--- src/rtl/bus_decoder.sv ---
// Load/store port decoder: base/mask region decode with priority, per-region wait states,
// registered read-data steering and sticky capture of the first illegal access.
module bus_decoder #(
    parameter int unsigned                   NUM_REGIONS     = 4,
    parameter logic [32*NUM_REGIONS-1:0]     REGION_BASE     = {32'h2000_0000, 32'h1000_0000,
                                                                32'h0000_0400, 32'h0000_0000},
    parameter logic [32*NUM_REGIONS-1:0]     REGION_MASK     = {32'hFFFF_0000, 32'hFFFF_FFF0,
                                                                32'hFFFF_FF00, 32'hFFFF_FC00},
    parameter logic [4*NUM_REGIONS-1:0]      REGION_WAIT     = {4'd1, 4'd2, 4'd0, 4'd0},
    parameter logic [NUM_REGIONS-1:0]        REGION_WRITABLE = 4'b1110
) (
    input  logic                        clk,
    input  logic                        reset,
    input  logic                        MemRead,
    input  logic                        MemWrite,
    input  logic [31:0]                 Addr,
    input  logic [32*NUM_REGIONS-1:0]   ReadDataIn,
    input  logic                        ErrClear,
    output logic [NUM_REGIONS-1:0]      CS,
    output logic [NUM_REGIONS-1:0]      WE,
    output logic                        Stall,
    output logic [31:0]                 ReadData,
    output logic                        BusErr,
    output logic [31:0]                 FaultAddr,
    output logic                        FaultWrite
);

    localparam int unsigned SelW = (NUM_REGIONS > 1) ? $clog2(NUM_REGIONS) : 1;

    typedef enum logic [0:0] {StIdle, StWait} state_e;

    state_e          state_q;
    logic [3:0]      cnt_q;
    logic [SelW-1:0] cur_q;
    logic            wr_q;
    logic [SelW-1:0] rsel_q;
    logic            rvalid_q;
    logic            rzero_q;
    logic [31:0]     hold_q;

    logic            req;
    logic            any_hit;
    logic [SelW-1:0] sel;
    logic [3:0]      sel_wait;
    logic            sel_wr;
    logic            bad;
    logic            illegal;
    logic            done;
    logic            done_wr;
    logic [SelW-1:0] done_sel;

    // Descending scan so the lowest-index hit wins on overlap.
    always_comb begin
        any_hit = 1'b0;
        sel     = '0;
        for (int i = NUM_REGIONS - 1; i >= 0; i--) begin
            if ((Addr & REGION_MASK[32*i +: 32]) == REGION_BASE[32*i +: 32]) begin
                any_hit = 1'b1;
                sel     = SelW'(i);
            end
        end
    end

    assign req      = MemRead | MemWrite;
    assign sel_wait = REGION_WAIT[4*sel +: 4];
    assign sel_wr   = REGION_WRITABLE[sel];
    assign bad      = !any_hit || (MemWrite && !sel_wr);
    assign illegal  = !reset && (state_q == StIdle) && req && bad;

    always_comb begin
        CS       = '0;
        WE       = '0;
        Stall    = 1'b0;
        done     = 1'b0;
        done_wr  = 1'b0;
        done_sel = sel;
        if (!reset) begin
            unique case (state_q)
                StIdle: begin
                    if (req && !bad) begin
                        CS[sel] = 1'b1;
                        if (sel_wait == 4'd0) begin
                            WE[sel] = MemWrite;
                            done    = 1'b1;
                            done_wr = MemWrite;
                        end else begin
                            Stall = 1'b1;
                        end
                    end
                end
                StWait: begin
                    CS[cur_q] = 1'b1;
                    done_sel  = cur_q;
                    if (cnt_q != 4'd0) begin
                        Stall = 1'b1;
                    end else begin
                        WE[cur_q] = wr_q;
                        done      = 1'b1;
                        done_wr   = wr_q;
                    end
                end
                default: ;
            endcase
        end
    end

    always_comb begin
        if (reset || rzero_q) begin
            ReadData = 32'h0;
        end else if (rvalid_q) begin
            ReadData = ReadDataIn[32*rsel_q +: 32];
        end else begin
            ReadData = hold_q;
        end
    end

    always_ff @(posedge clk) begin
        if (reset) begin
            state_q    <= StIdle;
            cnt_q      <= 4'd0;
            cur_q      <= '0;
            wr_q       <= 1'b0;
            rsel_q     <= '0;
            rvalid_q   <= 1'b0;
            rzero_q    <= 1'b0;
            hold_q     <= 32'h0;
            BusErr     <= 1'b0;
            FaultAddr  <= 32'h0;
            FaultWrite <= 1'b0;
        end else begin
            unique case (state_q)
                StIdle: begin
                    if (req && !bad && sel_wait != 4'd0) begin
                        cur_q   <= sel;
                        cnt_q   <= sel_wait - 4'd1;
                        wr_q    <= MemWrite;
                        state_q <= StWait;
                    end
                end
                StWait: begin
                    if (cnt_q != 4'd0) begin
                        cnt_q <= cnt_q - 4'd1;
                    end else begin
                        state_q <= StIdle;
                    end
                end
                default: state_q <= StIdle;
            endcase

            // Keep the last steered slice so ReadData holds once rvalid drops.
            if (rvalid_q) begin
                hold_q <= ReadDataIn[32*rsel_q +: 32];
            end
            rvalid_q <= done && !done_wr;
            rzero_q  <= illegal && MemRead;
            if (done && !done_wr) begin
                rsel_q <= done_sel;
            end

            if (illegal && (!BusErr || ErrClear)) begin
                BusErr     <= 1'b1;
                FaultAddr  <= Addr;
                FaultWrite <= MemWrite;
            end else if (ErrClear) begin
                BusErr <= 1'b0;
            end
        end
    end

endmodule

--- config.mk ---
export PLATFORM = sky130hd
export DESIGN_NAME = bus_decoder
export DESIGN_NICKNAME = d
export VERILOG_FILES = /design/src/rtl/bus_decoder.sv
export SDC_FILE = /design/constraint.sdc
export NUM_CORES = 1
export LEC_CHECK = 0
export ABC_AREA = 1
export CORE_ASPECT_RATIO = 1.1
export CORE_MARGIN = 5
export CORE_UTILIZATION = 41
export CTS_BUF_LIST = sky130_fd_sc_hd__clkbuf_4
export DETAILED_ROUTE_END_ITERATION = 7
export HOLD_SLACK_MARGIN = 0.03
export PLACE_DENSITY_LB_ADDON = 0.08
export RECOVER_POWER = 100
export REMOVE_ABC_BUFFERS = 1
export SYNTH_ARGS = -nofsm -noshare
export SYNTH_HDL_FRONTEND = slang
export SYNTH_SLANG_ARGS = --single-unit
--- constraint.sdc ---
create_clock -name clk -period 2.3 [get_ports clk]
set_input_delay 0.23 -clock clk [delete_from_list [all_inputs] [get_ports clk]]
set_output_delay 0.23 -clock clk [all_outputs]
set_load 0.02 [all_outputs]
==> metrics.cfg <==
[worst_setup_path]
path_delay_family=buffers and inverters
path_cells=bufbuf_16, o32ai_1, nand2_1, nand2_1, nand2_1, nor2_1, clkdlybuf4s15_2
worstPathArrival_ns=2.05
criticalPathCategory=reg -> out
reg2reg_depth=8
cp_common_cell=nand2_1
required_ns=2.07
start_kind=flip-flop
path_buf_inv=2
worst-path-stages=7
slowest_delay_ns=0.39
cp-end-kind=output port
cp_max_fo=31
cp_slowest_cell=dfxtp_4
reg2reg_slack_ns=0.60

[sta]
slew_viol_final=0
tightest_slew_ns=0.624
final-hold-violation-count=0
clock_skew_ns=0.0149
worst_slack_ns=0.0199
rsz0062_at_grt=yes
slew_headroom_pct=58.4
hold_ws_ns=0.155
fin_crit_sh_pct=99.1
fmax_mhz=439
setup-tns-final_ns=0
period_minus_slack_ns=2.28
finalSetupViolations=0

[global_route]
grt_antenna_before_repair=0
overflow=0
grt_pass1_wl_mm=27.1
grt_use_total_pct=24.2
grt_pass1_vias=5692
grt_max_degree=67

[clock_tree]
cts-root-buf=clkbuf_4
insertion_delay_ns=0.41
clk_pin_slew_ns=0.11
cts_buffer_depth=2
htreeDepth=3
numCtsBuffers=9
cts_tree=done
ctsHoldBuffers=0
cts_sinks=78

[route]
drc=0
first_pass_iters=5
wl_met2_mm=8.54
drtIter0Drc=430
via_per_inst=5.03
drtAntennaViolNets=0
top_layer_used=met4
wl_met3_mm=1.07
vias=5875
wl_per_cell_um=14.7
drt-total-wl_mm=17.2
met1_length_mm=7.08

[place]
pre_cts_ws_ns=-0.462
gp_congestion=0.947
port_buffers=239
dp_cells=1148
dpl.hpwl_mm=12.5

[floorplanning]
die_width_um=111
io_pins=240
rows=40
die_area_um2=13300
die_h_um=121
core-area_um2=10900
initial_core_util_pct=41.8

[power_and_ir_drop]
vdd_drop_max_uv=330
power.static_leakage_nw=3.76
p_total_w=0.00291
power_density_nw_per_um2=373

[yosys]
netlist-cell-type-count=32
synth_top_cells_by_count=nor2_1, nand2_1, inv_1
post_synth.cell_area_avg_um2=6.05
synth_area_um2=4560
yosysSeqAreaShare_pct=34.2
synth_edf_count=0
synth.most_common_cell=nor2_1
ys_warn_count=0
syn_inst=754
synth_largest_area_cell=dfxtp_1
ys_seq_elements=78
synth-main-ff-cell=dfxtp_1
synthTopCellsByArea=dfxtp_1, nor2_1, nand2_1
synth_top_area_share_pct=34.2
async_flop_share_pct=0

[status]
status=finished clean

[flow_run]
max-cap-violations=0

[final_layout]
fin_nets=1183
drive_gt1_share_pct=17.1
area_growth_pct=71.2
layout.cells.non_filler=1169
n_antenna_cell=0

[worst_hold_path]
whs_path_depth=3
min_path_type=in -> reg

-- cells by family (layout without fill, tap and decap cells) --
family | count (synthesis) | after routing | synth area share [%]
mux | 1 | 1 | 0.219
xor+xnor | 1 | 1 | 0.192
flops | 78 | 78 | 34.2
compound gates | 152 | 152 | 19.5
buf+inv | 145 | 413 | 12.4
fa+ha+maj | 1 | 1 | 0.274
simple gates | 376 | 376 | 33.2
-- report_power, final --
part | internal (W) | leakage, nW | total [W] | switching (W)
sequential | 0.00140 | 0.638 | 0.00143 | 0.0000342
combinational | 0.000415 | 3.04 | 0.000687 | 0.000273
clock | 0.000350 | 0.0804 | 0.000793 | 0.000444
-- state kept, by name (all words and copies together), names as in the netlist --
| register | flops |
|---|---|
| rzero_q | 1 |
| state_q | 1 |
| BusErr | 1 |
| cnt_q | 4 |
| rsel_q | 2 |
| FaultAddr | 32 |
| FaultWrite | 1 |
| rvalid_q | 1 |
| cur_q | 2 |
| wr_q | 1 |
| hold_q | 32 |
-- tightest hold or removal path: stages --
cell	delay [ns]
dlymetal6s2s_1	0.12
o21ai_1	0.08
a21oi_1	0.10
-- metrics by stage --
stage / instance area, um^2 / utilization (%)
after floorplan: 4360 / -
after global placement: 7470 / 68.5
after detailed placement: 7470 / 68.5
after CTS: 7670 / 70.3
after global routing: 7810 / 71.6
final: 7810 / 71.6
-- per-layer routing --
metal  up-vias  GRT usage (%)
met3        36           5.56
met4         0           9.55
met2       236           43.6
met5         -              0
met1      2675           27.8
li1       2928              -
-- cell type report --
class	instances	area [um^2]
clock buffer	11	82.6
inverter	97	369
multi-input combinational	531	2650
tap	147	184
fill	944	3100
clock inverter	5	50.0
sequential	78	1570
timing repair buffer	300	2910
-- worst paths after layout --
check	start	endpoint
max	rsel_q[1]	ReadData[6]
min	Addr[23]	FaultAddr[23]
max reg2reg	state_q	cnt_q[2]
min reg2reg	FaultAddr[8]	FaultAddr[8]
-- cells in the final DEF, fill, tap and decap left out, types with 2 or more instances in the layout --
| master | n |
|---|---|
| a21oi_1 | 44 |
| buf_12 | 9 |
| buf_2 | 24 |
| buf_4 | 57 |
| clkbuf_4 | 11 |
| clkdlybuf4s15_2 | 6 |
| clkdlybuf4s50_1 | 184 |
| clkinv_2 | 4 |
| dfxtp_1 | 75 |
| dfxtp_4 | 2 |
| dlymetal6s2s_1 | 16 |
| inv_1 | 92 |
| inv_2 | 4 |
| nand2_1 | 157 |
| nand2_2 | 9 |
| nand3_1 | 8 |
| nand3_2 | 5 |
| nand4_1 | 3 |
| nand4_2 | 2 |
| nor2_1 | 161 |
| nor2_2 | 14 |
| nor2_4 | 4 |
| nor3_1 | 4 |
| nor4_1 | 2 |
| o21ai_0 | 58 |
| o21ai_1 | 14 |
| o21bai_1 | 2 |
| o32ai_1 | 19 |
| o32ai_2 | 11 |
-- what timing repair did --
| item | CTS | global route |
|---|---|---|
| pin swaps | 1 | 20 |
| buffers inserted | 0 | 3 |
| gates cloned | 1 | 1 |
| resized for setup | 144 | 86 |
| setup endpoints to repair | 39 | 38 |
Note: power is estimated with default switching activity, not from simulation.
